## config.mk

```make
export PLATFORM = sky130hd
export DESIGN_NAME = rr_arbiter
export DESIGN_NICKNAME = d
export VERILOG_FILES = /design/src/rtl/arb_pkg.sv /design/src/rtl/priority_to_onehot_tree.sv /design/src/rtl/rr_arbiter.sv
export SDC_FILE = /design/constraint.sdc
export NUM_CORES = 1
export LEC_CHECK = 0
export BUFFER_PORTS_ARGS = -buffer_cell sky130_fd_sc_hd__buf_2
export CORE_MARGIN = 2
export CORE_UTILIZATION = 58
export CTS_BUF_LIST = sky130_fd_sc_hd__clkbuf_8
export DETAILED_ROUTE_END_ITERATION = 7
export PLACE_DENSITY = 0.93
export SLEW_MARGIN = 20
export SYNTH_ARGS = -nofsm -noshare
export SYNTH_HDL_FRONTEND = slang
export SYNTH_HIERARCHICAL = 1
export SYNTH_SLANG_ARGS = --single-unit
```

## constraint.sdc

```tcl
create_clock -name clk -period 6.2 [get_ports clk]
set_input_delay 0.93 -clock clk [delete_from_list [all_inputs] [get_ports clk]]
set_output_delay 0.93 -clock clk [all_outputs]
set_load 0.01 [all_outputs]
```

## src/rtl/arb_pkg.sv

```systemverilog
// Shared types and helpers for the round-robin arbiter.
// The functions work at a fixed maximum width and callers size-cast to their own WIDTH.
package arb_pkg;

   localparam int MAX_W     = 64;
   localparam int MAX_IDX_W = 6;

   typedef enum logic {
      IDLE = 1'b0,
      BUSY = 1'b1
   } arb_state_t;

   // One-hot to binary; an all-zero input yields index 0.
   function automatic logic [MAX_IDX_W-1:0] onehot_to_index(input logic [MAX_W-1:0] oht);
      logic [MAX_IDX_W-1:0] idx;
      idx = '0;
      for (int i = 0; i < MAX_W; i++) begin
         if (oht[i]) idx = idx | MAX_IDX_W'(i);
      end
      return idx;
   endfunction

   // Thermometer mask with every bit strictly above idx set.
   function automatic logic [MAX_W-1:0] thermo_above(input logic [MAX_IDX_W-1:0] idx);
      logic [MAX_W-1:0] t;
      for (int i = 0; i < MAX_W; i++) begin
         t[i] = (i > int'(idx));
      end
      return t;
   endfunction

endpackage

```

## src/rtl/priority_to_onehot_tree.sv

```systemverilog
// Lowest-set-bit priority selector returning a one-hot vector and an any-set flag.
// IMPLEMENTATION 0 searches SPLIT-wide groups first; any other value uses the x & -x form.
module priority_to_onehot_tree #(
   parameter int WIDTH          = 16,
   parameter int SPLIT          = 4,
   parameter int IMPLEMENTATION = 0
) (
   input  logic [WIDTH-1:0] i_req,
   output logic [WIDTH-1:0] o_oht,
   output logic             o_enc_vld
);

   localparam int N_GRP = (WIDTH + SPLIT - 1) / SPLIT;

   assign o_enc_vld = |i_req;

   generate
      if (IMPLEMENTATION == 0) begin : g_tree
         always_comb begin
            logic found_grp;
            logic found_bit;
            logic grp_any;
            // NOTE: every variable gets a default before any branch, otherwise a latch is inferred.
            found_grp = 1'b0;
            found_bit = 1'b0;
            grp_any   = 1'b0;
            o_oht     = '0;
            for (int g = 0; g < N_GRP; g++) begin
               grp_any = 1'b0;
               for (int i = g * SPLIT; i < (g + 1) * SPLIT && i < WIDTH; i++) begin
                  grp_any = grp_any | i_req[i];
               end
               if (grp_any && !found_grp) begin
                  found_grp = 1'b1;
                  for (int i = g * SPLIT; i < (g + 1) * SPLIT && i < WIDTH; i++) begin
                     if (i_req[i] && !found_bit) begin
                        o_oht[i]  = 1'b1;
                        found_bit = 1'b1;
                     end
                  end
               end
            end
         end
      end else begin : g_arith
         assign o_oht = i_req & (~i_req + WIDTH'(1));
      end
   endgenerate

endmodule

```

## src/rtl/rr_arbiter.sv

```systemverilog
// Registered round-robin arbiter: grants one requester and holds the grant until its
// last beat transfers, then re-arbitrates in the same cycle with the finisher at lowest priority.
module rr_arbiter
   import arb_pkg::*;
#(
   parameter int WIDTH          = 16,
   parameter int SPLIT          = 4,
   parameter int IMPLEMENTATION = 0,
   localparam int IDX_W         = (WIDTH > 1) ? $clog2(WIDTH) : 1
) (
   input  logic             clk,
   input  logic             rst_n,
   input  logic [WIDTH-1:0] req_vld,
   input  logic [WIDTH-1:0] req_lst,
   output logic [WIDTH-1:0] req_rdy,
   output logic             gnt_vld,
   output logic             gnt_lst,
   input  logic             gnt_rdy,
   output logic [WIDTH-1:0] gnt_oht,
   output logic [IDX_W-1:0] gnt_idx
);

   arb_state_t       r_state;
   logic [WIDTH-1:0] r_gnt_oht;
   logic [WIDTH-1:0] r_mask;
   logic [IDX_W-1:0] r_gnt_idx;

   logic             w_xfer;
   logic             w_end;
   logic             w_any_m;
   logic             w_any_u;
   logic [WIDTH-1:0] w_mask_nxt;
   logic [WIDTH-1:0] w_mask_eff;
   logic [WIDTH-1:0] w_masked;
   logic [WIDTH-1:0] w_oht_m;
   logic [WIDTH-1:0] w_oht_u;
   logic [WIDTH-1:0] w_win;
   logic [IDX_W-1:0] w_win_idx;

   assign gnt_oht = r_gnt_oht;
   assign gnt_idx = r_gnt_idx;
   assign gnt_vld = |(req_vld & r_gnt_oht);
   assign gnt_lst = |(req_lst & r_gnt_oht);
   assign req_rdy = r_gnt_oht & {WIDTH{gnt_rdy}};

   assign w_xfer = gnt_vld & gnt_rdy;
   assign w_end  = w_xfer & gnt_lst;

   // On a packet end the back-to-back winner must already see the finisher demoted.
   assign w_mask_nxt = WIDTH'(thermo_above(MAX_IDX_W'(r_gnt_idx)));
   assign w_mask_eff = w_end ? w_mask_nxt : r_mask;
   assign w_masked   = req_vld & w_mask_eff;

   priority_to_onehot_tree #(
      .WIDTH          (WIDTH),
      .SPLIT          (SPLIT),
      .IMPLEMENTATION (IMPLEMENTATION)
   ) u_pick_masked (
      .i_req     (w_masked),
      .o_oht     (w_oht_m),
      .o_enc_vld (w_any_m)
   );

   priority_to_onehot_tree #(
      .WIDTH          (WIDTH),
      .SPLIT          (SPLIT),
      .IMPLEMENTATION (IMPLEMENTATION)
   ) u_pick_all (
      .i_req     (req_vld),
      .o_oht     (w_oht_u),
      .o_enc_vld (w_any_u)
   );

   assign w_win     = w_any_m ? w_oht_m : w_oht_u;
   assign w_win_idx = IDX_W'(onehot_to_index(MAX_W'(w_win)));

   // NOTE: sequential state uses non-blocking assignments so every register samples pre-edge values.
   always_ff @(posedge clk or negedge rst_n) begin
      if (!rst_n) begin
         r_state   <= IDLE;
         r_gnt_oht <= '0;
         r_gnt_idx <= '0;
         r_mask    <= '1;
      end else begin
         case (r_state)
            IDLE: begin
               if (w_any_u) begin
                  r_state   <= BUSY;
                  r_gnt_oht <= w_win;
                  r_gnt_idx <= w_win_idx;
               end
            end
            BUSY: begin
               if (w_end) begin
                  r_mask <= w_mask_nxt;
                  if (w_any_u) begin
                     r_gnt_oht <= w_win;
                     r_gnt_idx <= w_win_idx;
                  end else begin
                     r_state   <= IDLE;
                     r_gnt_oht <= '0;
                     r_gnt_idx <= '0;
                  end
               end
            end
            default: r_state <= IDLE;
         endcase
      end
   end

endmodule

```

* Word-level counts from Yosys, hierarchy flattened *
Cells that the tools add are included.

operators by class
  magnitude comparators = 15
  bitwise gates (word level) = 31
  equal/unequal tests = 2
  reductions and logical operators = 77
  muxes and demuxes = 132

operators by type and width
  operator                                                      number
  2-to-1 mux 1 bit                                              99
  2-to-1 mux 16 bit                                             5
  2-to-1 mux 4 bit                                              19
  AND 16 bit                                                    4
  OR reduction 16 bit                                           4
  logical AND 1 bit                                             36
  zero test 1 bit                                               36
  greater-than comparator 4 bit, first input constant           8
  case mux 16 bit (2 select lines)                              1
  OR 1 bit                                                      24
  greater-than comparator 3 x 4 -> 1 bit, first input constant  4
  2-to-1 mux 3 bit                                              4
  greater-than comparator 2 x 4 -> 1 bit, first input constant  2
  case mux 4 bit (2 select lines)                               1
  greater-than comparator 1 x 4 -> 1 bit, first input constant  1
  2-to-1 mux 2 bit                                              2
  != test 2 x 1 -> 1 bit, second input constant                 2
  AND 1 bit                                                     2
  case mux 1 bit (2 select lines)                               1
  AND reduction 2 bit                                           1
  NOT 1 bit                                                     1

storage, ports and cells
  register bits = 37
  output and inout bits = 38
  input port bits = 35
  logic and storage cells = 261

* Longest topological paths before layout *
Gate-level depths: netlist of the first run.

  depth after elaboration = 89
  depth in mapped cells = 17
  mapped depth without buffers = 13

* Modules after synthesis *
The synthesis of the first run kept the hierarchy.

by module, submodules not included
  module                   sequential area each (um^2)  times used  area each (um^2)  cells each
  rr_arbiter               945.9                        1           2188.3            224
  priority_to_onehot_tree  0.0                          2           200.2             32

* Worst setup path after synthesis of the first run *
No wires, ideal clock.

  kind = in2reg
  start = in req_vld[0]
  end = reg r_gnt_idx[3], in the netlist gnt_idx[3]
  path slack = 1.787 ns
  setup time = 0.123 ns
  stages = 17
  path buffers = 4
  arrival time = 4.290 ns
  data required time = 6.077 ns
  path through = a22o_1 > a221oi_1 > nand4_1 > and3_1 > buf_2 > buf_2 > nand4_1 > o21ai_0 > nor4_4 > nand3_2 > or4_1 > clkbuf_1 > buf_2 > mux2i_1 > nand4_1 > nor2_1 > o2bb2ai_1

on the way
  elaborated cells on any way between the ends = 197
  those cells by class = 2 x eq/ne; 100 x mux; 19 x bitwise; 76 x reduce/logical

RTL lines
  element                            line                           text
  start: declaration                 rr_arbiter.sv:13               input logic [WIDTH-1:0] req_vld,
  AND 16 bit *                       rr_arbiter.sv:42               assign gnt_vld = |(req_vld & r_gnt_oht);
  OR reduction 16 bit *              rr_arbiter.sv:42
  named net gnt_vld                  rr_arbiter.sv:16               output logic gnt_vld,
  AND 1 bit *                        rr_arbiter.sv:46               assign w_xfer = gnt_vld & gnt_rdy;
  AND 1 bit *                        rr_arbiter.sv:47               assign w_end = w_xfer & gnt_lst;
  2-to-1 mux 16 bit *                -
  AND 16 bit *                       rr_arbiter.sv:52               assign w_masked = req_vld & w_mask_eff;
  named net w_masked[1]              rr_arbiter.sv:34               logic [WIDTH-1:0] w_masked;
  OR reduction 16 bit *              priority_to_onehot_tree.sv:15  assign o_enc_vld = |i_req;
  named net w_any_m                  rr_arbiter.sv:30               logic w_any_m;
  2-to-1 mux 16 bit *                rr_arbiter.sv:74               assign w_win = w_any_m ? w_oht_m : w_oht_u;
  2-to-1 mux 4 bit (7 in series)     arb_pkg.sv:18                  if (oht[i]) idx = idx | MAX_IDX_W'(i);
  2-to-1 mux 4 bit *                 arb_pkg.sv:18
  2-to-1 mux 4 bit                   rr_arbiter.sv:96               if (w_any_u) begin
  2-to-1 mux 4 bit                   rr_arbiter.sv:94               if (w_end) begin
  case mux 4 bit (2 select lines) *  rr_arbiter.sv:85               case (r_state)
  end signal: assignment             rr_arbiter.sv:90               r_gnt_idx <= w_win_idx;
  end signal: assignment             rr_arbiter.sv:98               r_gnt_idx <= w_win_idx;
  end: declaration                   rr_arbiter.sv:26               logic [IDX_W-1:0] r_gnt_idx;

Mark *: on every way through the listed nets, which the timed path passes. The rest lies on a longest branch. The select of a mux whose other input is x is not followed.
A chain may end at the register's enable or synchronous reset.

* Final worst setup path of the first run *
  start = in req_vld[1]
  end = reg r_gnt_idx[1], in the netlist gnt_idx[1]

on the way
  elaborated cells on any way between the ends = 204
  those cells by class = 2 x eq/ne; 108 x mux; 19 x bitwise; 75 x reduce/logical

RTL lines
  element                            line
  AND 16 bit                         rr_arbiter.sv:42
  OR reduction 16 bit                rr_arbiter.sv:42
  AND 1 bit                          rr_arbiter.sv:46
  AND 1 bit                          rr_arbiter.sv:47
  2-to-1 mux 16 bit                  -
  AND 16 bit *                       rr_arbiter.sv:52
  named net w_masked[1]              rr_arbiter.sv:34
  OR reduction 16 bit *              priority_to_onehot_tree.sv:15
  named net w_any_m                  rr_arbiter.sv:30
  2-to-1 mux 16 bit *                rr_arbiter.sv:74
  2-to-1 mux 2 bit (2 in series)     arb_pkg.sv:18
  2-to-1 mux 3 bit (4 in series)     arb_pkg.sv:18
  2-to-1 mux 4 bit (7 in series)     arb_pkg.sv:18
  2-to-1 mux 4 bit *                 arb_pkg.sv:18
  2-to-1 mux 4 bit                   rr_arbiter.sv:96
  2-to-1 mux 4 bit                   rr_arbiter.sv:94
  case mux 4 bit (2 select lines) *  rr_arbiter.sv:85

Marks and branches as above.

==> results of run 1 <==
cell type report:
| class | count | area [um^2] |
|---|---|---|
| Tap cell | 52 | 65.1 |
| Fill cell | 372 | 1300 |
| Inverter | 6 | 22.5 |
| Clock buffer | 5 | 68.8 |
| Sequential cell | 37 | 946 |
| Clock inverter | 3 | 13.8 |
| Timing Repair Buffer | 74 | 375 |
| Multi-Input combinational cell | 227 | 1530 |
synth_stat cells (all sizes together), types with 3 or more instances:
cell type	number	area, um^2
nand2	30	113
and2	22	138
inv	6	22.5
nand3	13	75.1
nor4b	4	35.0
nor3b	4	30.0
nor2	26	97.6
and3	3	18.8
nand4	11	68.8
mux2	8	90.1
nor2b	4	25.0
a22o	8	70.1
dfstp	16	420
a21oi	4	20.0
o2bb2ai	20	175
mux2i	17	183
buf	9	57.6
nor4	10	92.6
o211a	3	30.0
clkbuf	9	33.8
a221oi	8	70.1
dfrtp	21	526
o21ai	19	95.1
worst max-delay path, delay by kind of cell:
kind	cells	cell delay [ns]
simple gates	8	2.69
buf+inv	1	0.16
compound gates	4	0.76
mux	1	0.50
power groups by stage:
stage | registers (mW) | clock network [mW] | logic [mW]
after floorplan | 0.246 | 0 | 0.00682
after global placement | 0.246 | 0 | 0.0321
after detailed placement | 0.246 | 0 | 0.0327
after CTS | 0.242 | 0.163 | 0.0328
after global routing | 0.242 | 0.172 | 0.0361
final | 0.242 | 0.160 | 0.0330
kinds of logic (layout without fill, tap and decap cells):
kind of cell	count (synthesis)	in the layout
AND/OR/NAND/NOR	135	135
buffers and inverters	24	88
flip-flops	37	37
AO/OA/AOI/OAI	67	67
multiplexers	25	25
sequential cells by signal (all words and copies together) (netlist names):
register / count
gnt_oht: 16
gnt_idx: 4
r_mask: 16
r_state: 1
cell usage in the layout, fill, tap and decap left out, drive strengths merged, types with 8 or more instances in the layout:
cell,count
buf,74
nand2,30
nor2,26
and2,22
dfrtp,21
o2bb2ai,20
o21ai,19
mux2i,17
dfstp,16
nand3,13
nand4,11
nor4,10
a22o,8
a221oi,8
mux2,8
path summary, 6_finish.rpt:
check	cells past startpoint	startpoint	end	slack, ns
worst max-delay path	14	req_vld[1]	gnt_idx[1]	1.33
worst min-delay path	2	r_mask[8]	r_mask[8]	0.48
worst max register to register	13	gnt_oht[4]	gnt_idx[1]	1.66
worst min register to register	2	r_mask[8]	r_mask[8]	0.48
max in group asynchronous	1	rst_n	gnt_oht[0]	4.99
min in group asynchronous	1	rst_n	r_state	0.72
per-stage QoR:
stage	hold WS [ns]	power (mW)	std cells	util [%]	setup WS, ns
after floorplan	0.461	0.253	288	-	1.79
after global placement	0.470	0.278	396	67.9	1.08
after detailed placement	0.477	0.279	396	67.9	1.04
after CTS	0.487	0.438	404	69.8	1.35
after global routing	0.505	0.450	404	69.8	1.01
final	0.481	0.435	404	69.8	1.33
per-layer routing:
layer	share of wire, %	global-route usage, %	up-vias
met5	0	0	-
li1	-	-	1203
met1	44	42.0	1186
met2	48	49.6	119
met4	1.3	11.7	0
met3	6.7	5.27	10
==> summary.md, run 1 <==
| Metric | Value |
|---|---|
| Outcome | `finished, final reports clean` |
| Comb pwr share | `7.6%` |
| Post-synthesis mux area share | `10.5%` |
| Proportion of layout cells with a drive suffix above 1 | `31.8%` |
| Register area share after synthesis | `36.5%` |
| PD cells | `144 nW/um^2` |
| IO Pins | `73` |
| Port bufs | `72` |
| Critical path's largest stage delay | `0.93 ns` |
| Cell mode on critical path | `nand4_1` |
| Largest net degree at the start of global routing | `38` |
| Post-CTS sizing | `0` |
| Clock Path Buffers | `2` |
| Drt wl/cell | `18.2 um` |
| Setup CP Type | `in -> reg` |
| Die Span Y | `70.8 um` |
| First-pass DRT Iterations | `4` |
| Initial antenna violation count | `0` |
| Switching share of power | `24.3%` |
| Die Area | `5010 um^2` |
| Seq cells post-synth | `37` |
| Synthesized area | `2590 um^2` |
| Final antenna-violating net count | `0` |
| Critical path launch point type | `primary input` |
| Vias in the first global route | `2369` |
| Total routed wirelength | `7340 um` |
| Tmin final | `4.87 ns` |
| Latest clock arrival within the worst-skew pair | `0.29 ns` |
| WP data arrival | `5.05 ns` |
| Post-synthesis cell count | `288` |
| Number of synthesized flops with an enable pin | `0` |
| Worst-path cell chain | `buf_2, a22o_1, a221oi_1, nand4_1, and3_1, nand4_1, o21ai_0, nor4_4, nand3_2, or4_1, mux2i_1, nand4_1, nor2_1, o2bb2ai_1` |
| Max_cap viols | `0` |
| Fmax achieved | `205 MHz` |
| Final setup fails | `0` |
| Slew @ Worst Pin | `0.923 ns` |
| Global route overflow | `0` |
| Final hold vios | `0` |
| Diodes inserted | `0` |
| Unrepaired setup endpoints after global routing | `no` |
| Mean post-synth cell area | `8.99 um^2` |
| Ys async rst share | `100%` |
| Adder-Cell Fraction of Synth Area | `0%` |
| DR DRC count | `0` |
| Required @ worst endpoint | `6.38 ns` |
| Largest family of logic cells by synthesized area | `simple AND/OR/NAND/NOR gates` |
| Clock transition at the registers of the reported paths | `0.07 ns` |
| # Post-CTS Setup Buffers | `0` |
| Core area | `4320 um^2` |
| Synth Warn # | `6` |
| Design area | `3020 um^2` |
| CTS tree | `yes` |
| NumNets Final | `386` |
| Die width | `70.8 um` |
| First-pass GRT wire length | `12000 um` |
| Final clock period utilization by the worst path | `78.6%` |
| Initial Utilization | `59.9%` |
| Post-Synth XOR/XNOR Area | `0%` |
| Worst VDD drop | `0.154 mV` |
| TritonCTS Sinks | `37` |
| H-tree levels | `2` |
| CTS root buffer | `clkbuf_8` |
| Sw Pwr | `106 uW` |
| Clk network pwr share | `36.8%` |
| HP Class | `reg -> reg` |
| Slew Limit Fails | `0` |
| Pint | `329 uW` |
| Placed inst area | `2940 um^2` |
| Post-synth top flop | `dfrtp_1` |
| Initial DRC Count | `241` |
| LEAKAGE | `1.43 nW` |
| CP max stage cell | `or4_1` |
| Cell variety after synth | `37` |
| Syn nets | `323` |
| RePlAce Congestion | `0.986` |
| Crit. End Element | `flop` |
| CP max FO | `21` |
| TritonCTS Buffers | `5` |
| Core Rows | `24` |
| Rel. slew slack | `38.3%` |
| Simple-Gate Fraction of Synth Area | `29.2%` |
| CTS Hold Buffers Added | `0` |
| Total GRT Usage | `30.9%` |
| Synth Area in Compound Gates | `19.3%` |
| Via count | `2518` |
| DR vias/cell | `6.23` |
| Post-DP HPWL | `5630 um` |
| Setup TNS | `0 ns` |
| Reg power frac | `55.6%` |
| Clk_skew | `0.00386 ns` |
| Area grow syn2layout | `16.7%` |
No activity file was read; power rests on OpenSTA's default activity.
==> run 2: changes to the inputs <==
ABC_AREA = 1   (was default)
CORE_UTILIZATION = 51   (was 58)
PLACE_DENSITY = 0.85   (was 0.93)
clock period = 4 ns   (was 6.2 ns; I/O delays follow)
==> summary.md, run 2 <==
| Metric | Value |
|---|---|
| Multi-input gate area | `1660 um^2` |
| DR vias/cell | `5.46` |
| TritonCTS Buffers | `5` |
| Mean post-synth cell area | `6.19 um^2` |
| Crit. End Element | `flop` |
| Syn nets | `526` |
| Total GRT Usage | `27.9%` |
| Synth area leaders | `nand2_1 19%, dfrtp_1 17%, dfstp_2 14%, inv_1 9.6%, nand3_1 7.4%` |
| Layer with the highest usage | `met2` |
| CTS tree | `yes` |
| Seq cells post-synth | `37` |
| Synthesized area | `3040 um^2` |
| HP Class | `in -> async` |
| Area grow syn2layout | `13.6%` |
| CTS Hold Buffers Added | `0` |
| RePlAce Congestion | `1.02` |
| Die Area | `6600 um^2` |
| Synth Warn # | `6` |
| Critical path launch point type | `flop` |
| FILL cells | `580` |
| Reg area | `946 um^2` |
| LEAKAGE | `2.02 nW` |
| Setup CP Type | `reg -> reg` |
| Reg-to-reg endpoint | `gnt_idx[1]` |
| Most frequent cell after synthesis | `nand2_1` |
| Critical path's largest stage delay | `0.45 ns` |
| Worst r2r src | `gnt_oht[14]` |
| Port bufs | `72` |
| Slew Limit Fails | `0` |
| Clk_skew | `0.00760 ns` |
| Die Span Y | `81.2 um` |
| TritonCTS Sinks | `37` |
| CP top delay family | `simple AND/OR/NAND/NOR gates` |
| NumNets Final | `583` |
| R2R setup slack | `0.50 ns` |
| Area leader, netlist | `nand2_1` |
| Worst VDD drop | `0.401 mV` |
| Final hold vios | `0` |
| Setup TNS | `0 ns` |
| Latest clock arrival within the worst-skew pair | `0.29 ns` |
| Design area | `3450 um^2` |
| PD cells | `744 nW/um^2` |
| First-pass DRT Iterations | `6` |
| Commonest non-fill, non-tap cell in the layout | `nand2_1` |
| Ys async rst share | `100%` |
| First-pass GRT wire length | `14200 um` |
| Most frequent cells in the layout | `157 x nand2_1, 78 x inv_1, 72 x buf_2` |
| Met1 GRT Util | `35.1%` |
| Met2 Resource Use GR | `45.5%` |
| IO Pins | `73` |
| Fin Hold WS | `0.409 ns` |
| Required @ worst endpoint | `4.18 ns` |
| Proportion of layout cells with a drive suffix above 1 | `20.6%` |
| Final WS setup | `0.497 ns` |
| Register area share after synthesis | `31.1%` |
| Diodes inserted | `0` |
| Fmax achieved | `285 MHz` |
| Initial Utilization | `52.0%` |
| Final setup fails | `0` |
| H-tree levels | `2` |
| Outcome | `finished, final reports clean` |
| Post-DP HPWL | `6580 um` |
| DR DRC count | `0` |
| Final clock period utilization by the worst path | `87.6%` |
| Number of synthesized flops with an enable pin | `0` |
| Via count | `3410` |
| Total routed wirelength | `8720 um` |
| Max_cap viols | `0` |
| Die width | `81.2 um` |
| Global Route met3 Usage | `5.22%` |
| # Post-CTS Setup Buffers | `0` |
| Placed inst area | `3360 um^2` |
| Synth cell count leaders | `157 x nand2_1, 78 x inv_1, 51 x nor2_1, 45 x nand3_1, 28 x o21ai_0` |
| CP max stage cell | `dfrtp_1` |
| Place WS | `0.313 ns` |
| Tmin final | `3.50 ns` |
| Core area | `5850 um^2` |
| Largest net degree at the start of global routing | `38` |
| CTS root buffer | `clkbuf_8` |
| Global route overflow | `0` |
| Slew @ Worst Pin | `0.831 ns` |
| Vias in the first global route | `3094` |
| CP bufs+invs | `1` |
| Core Rows | `28` |
| Yosys top cell area share | `19.4%` |
| Post-synthesis cell count | `491` |
| Post-CTS sizing | `0` |
| Drt wl/cell | `14.0 um` |
| WP data arrival | `3.69 ns` |
| Final antenna-violating net count | `0` |
| Cell variety after synth | `33` |
| Post-Route Utilization | `59.0%` |
| Clock Path Buffers | `2` |
| Worst-path cell chain | `nand2_1, nand3_1, nor2_1, nand3_2, nand3_4, nand2_1, a21boi_1, nor2_2, nand2_2, nor2_4, nand4_1, buf_4, o21ai_0, nor2_1, and2_1, nand3_1, nand3_1, nand2_1` |
| Post-synth top flop | `dfrtp_1` |
| Rel. slew slack | `44.6%` |
| Initial DRC Count | `221` |
| CP max FO | `29` |
| Unrepaired setup endpoints after global routing | `no` |
| Register-to-Register Path Depth | `18` |
| Initial antenna violation count | `0` |
| Clock transition at the registers of the reported paths | `0.08 ns` |
-- run 2: changes by cell type in the layout (fill, tap and decap cells not counted), sizes merged, moves of 8 or more --
| cell | delta |
|---|---|
| nor4 | -8 |
| nand3 | +36 |
| o2bb2ai | -20 |
| mux2i | -15 |
| a22o | -8 |
| nor2 | +30 |
| and2 | -19 |
| nand2 | +131 |
| a221oi | -8 |
| a21boi | +9 |
| inv | +71 |
| o21ai | +12 |
-- run 2: final cells by class --
type                            count  share of cell area [%]
Inverter                           78                    8.48
Clock buffer                        6                    2.39
Tap cell                           75                    2.72
Clock inverter                      2                   0.254
Sequential cell                    37                    27.4
Timing Repair Buffer               74                    10.9
Multi-Input combinational cell    352                    47.9
-- run 2: cell families (layout without fill, tap and decap cells) --
logic type | Yosys count | in the layout | share of synthesized area (%)
and+or+nand+nor | 305 | 305 | 45.2
muxes | 3 | 3 | 1.03
DFF | 37 | 37 | 31.1
AOI/OAI and AO/OA | 44 | 44 | 8.19
buffers and inverters | 102 | 160 | 14.4
-- run 2: worst register-to-register path, stage by stage (launching register included) --
cell and delay (ns):
dfrtp_1 0.45, nand2_1 0.10, nand3_1 0.09, nor2_1 0.19
nand3_2 0.28, nand3_4 0.34, nand2_1 0.09, a21boi_1 0.29
nor2_2 0.08, nand2_2 0.14, nor2_4 0.07, nand4_1 0.07
buf_4 0.27, o21ai_0 0.26, nor2_1 0.23, and2_1 0.20
nand3_1 0.09, nand3_1 0.10, nand2_1 0.06
-- run 2: how the worst max path moves through the flow --
stage | endpoint | cells after the start | from
detailed placement | gnt_idx[1] | 19 | req_vld[1]
floorplan | gnt_idx[1] | 19 | req_vld[1]
CTS | gnt_idx[1] | 18 | gnt_oht[2]
global placement | gnt_idx[1] | 19 | req_vld[4]
global route | gnt_idx[1] | 18 | gnt_oht[14]
finish | gnt_idx[1] | 18 | gnt_oht[14]
-- run 2: power breakdown --
group | switching (mW) | internal (mW)
Sequential | 0.178 | 0.585
Clock | 0.132 | 0.136
Combinational | 1.03 | 0.507
Total | 1.34 | 1.23
-- run 2: metrics by stage --
step | instances | total power [mW]
after CTS | 624 | 2.56
after floorplan | 491 | 1.95
final | 624 | 2.57
after global placement | 616 | 2.24
after global routing | 624 | 2.83
after detailed placement | 616 | 2.28
-- run 2: per-layer routing --
metal	routed length (um)	part of all wire, %	up-vias
li1	-	-	1646
met1	3590	41	1572
met2	4150	48	169
met3	685	7.9	23
met4	296	3.4	0
met5	0	0	-
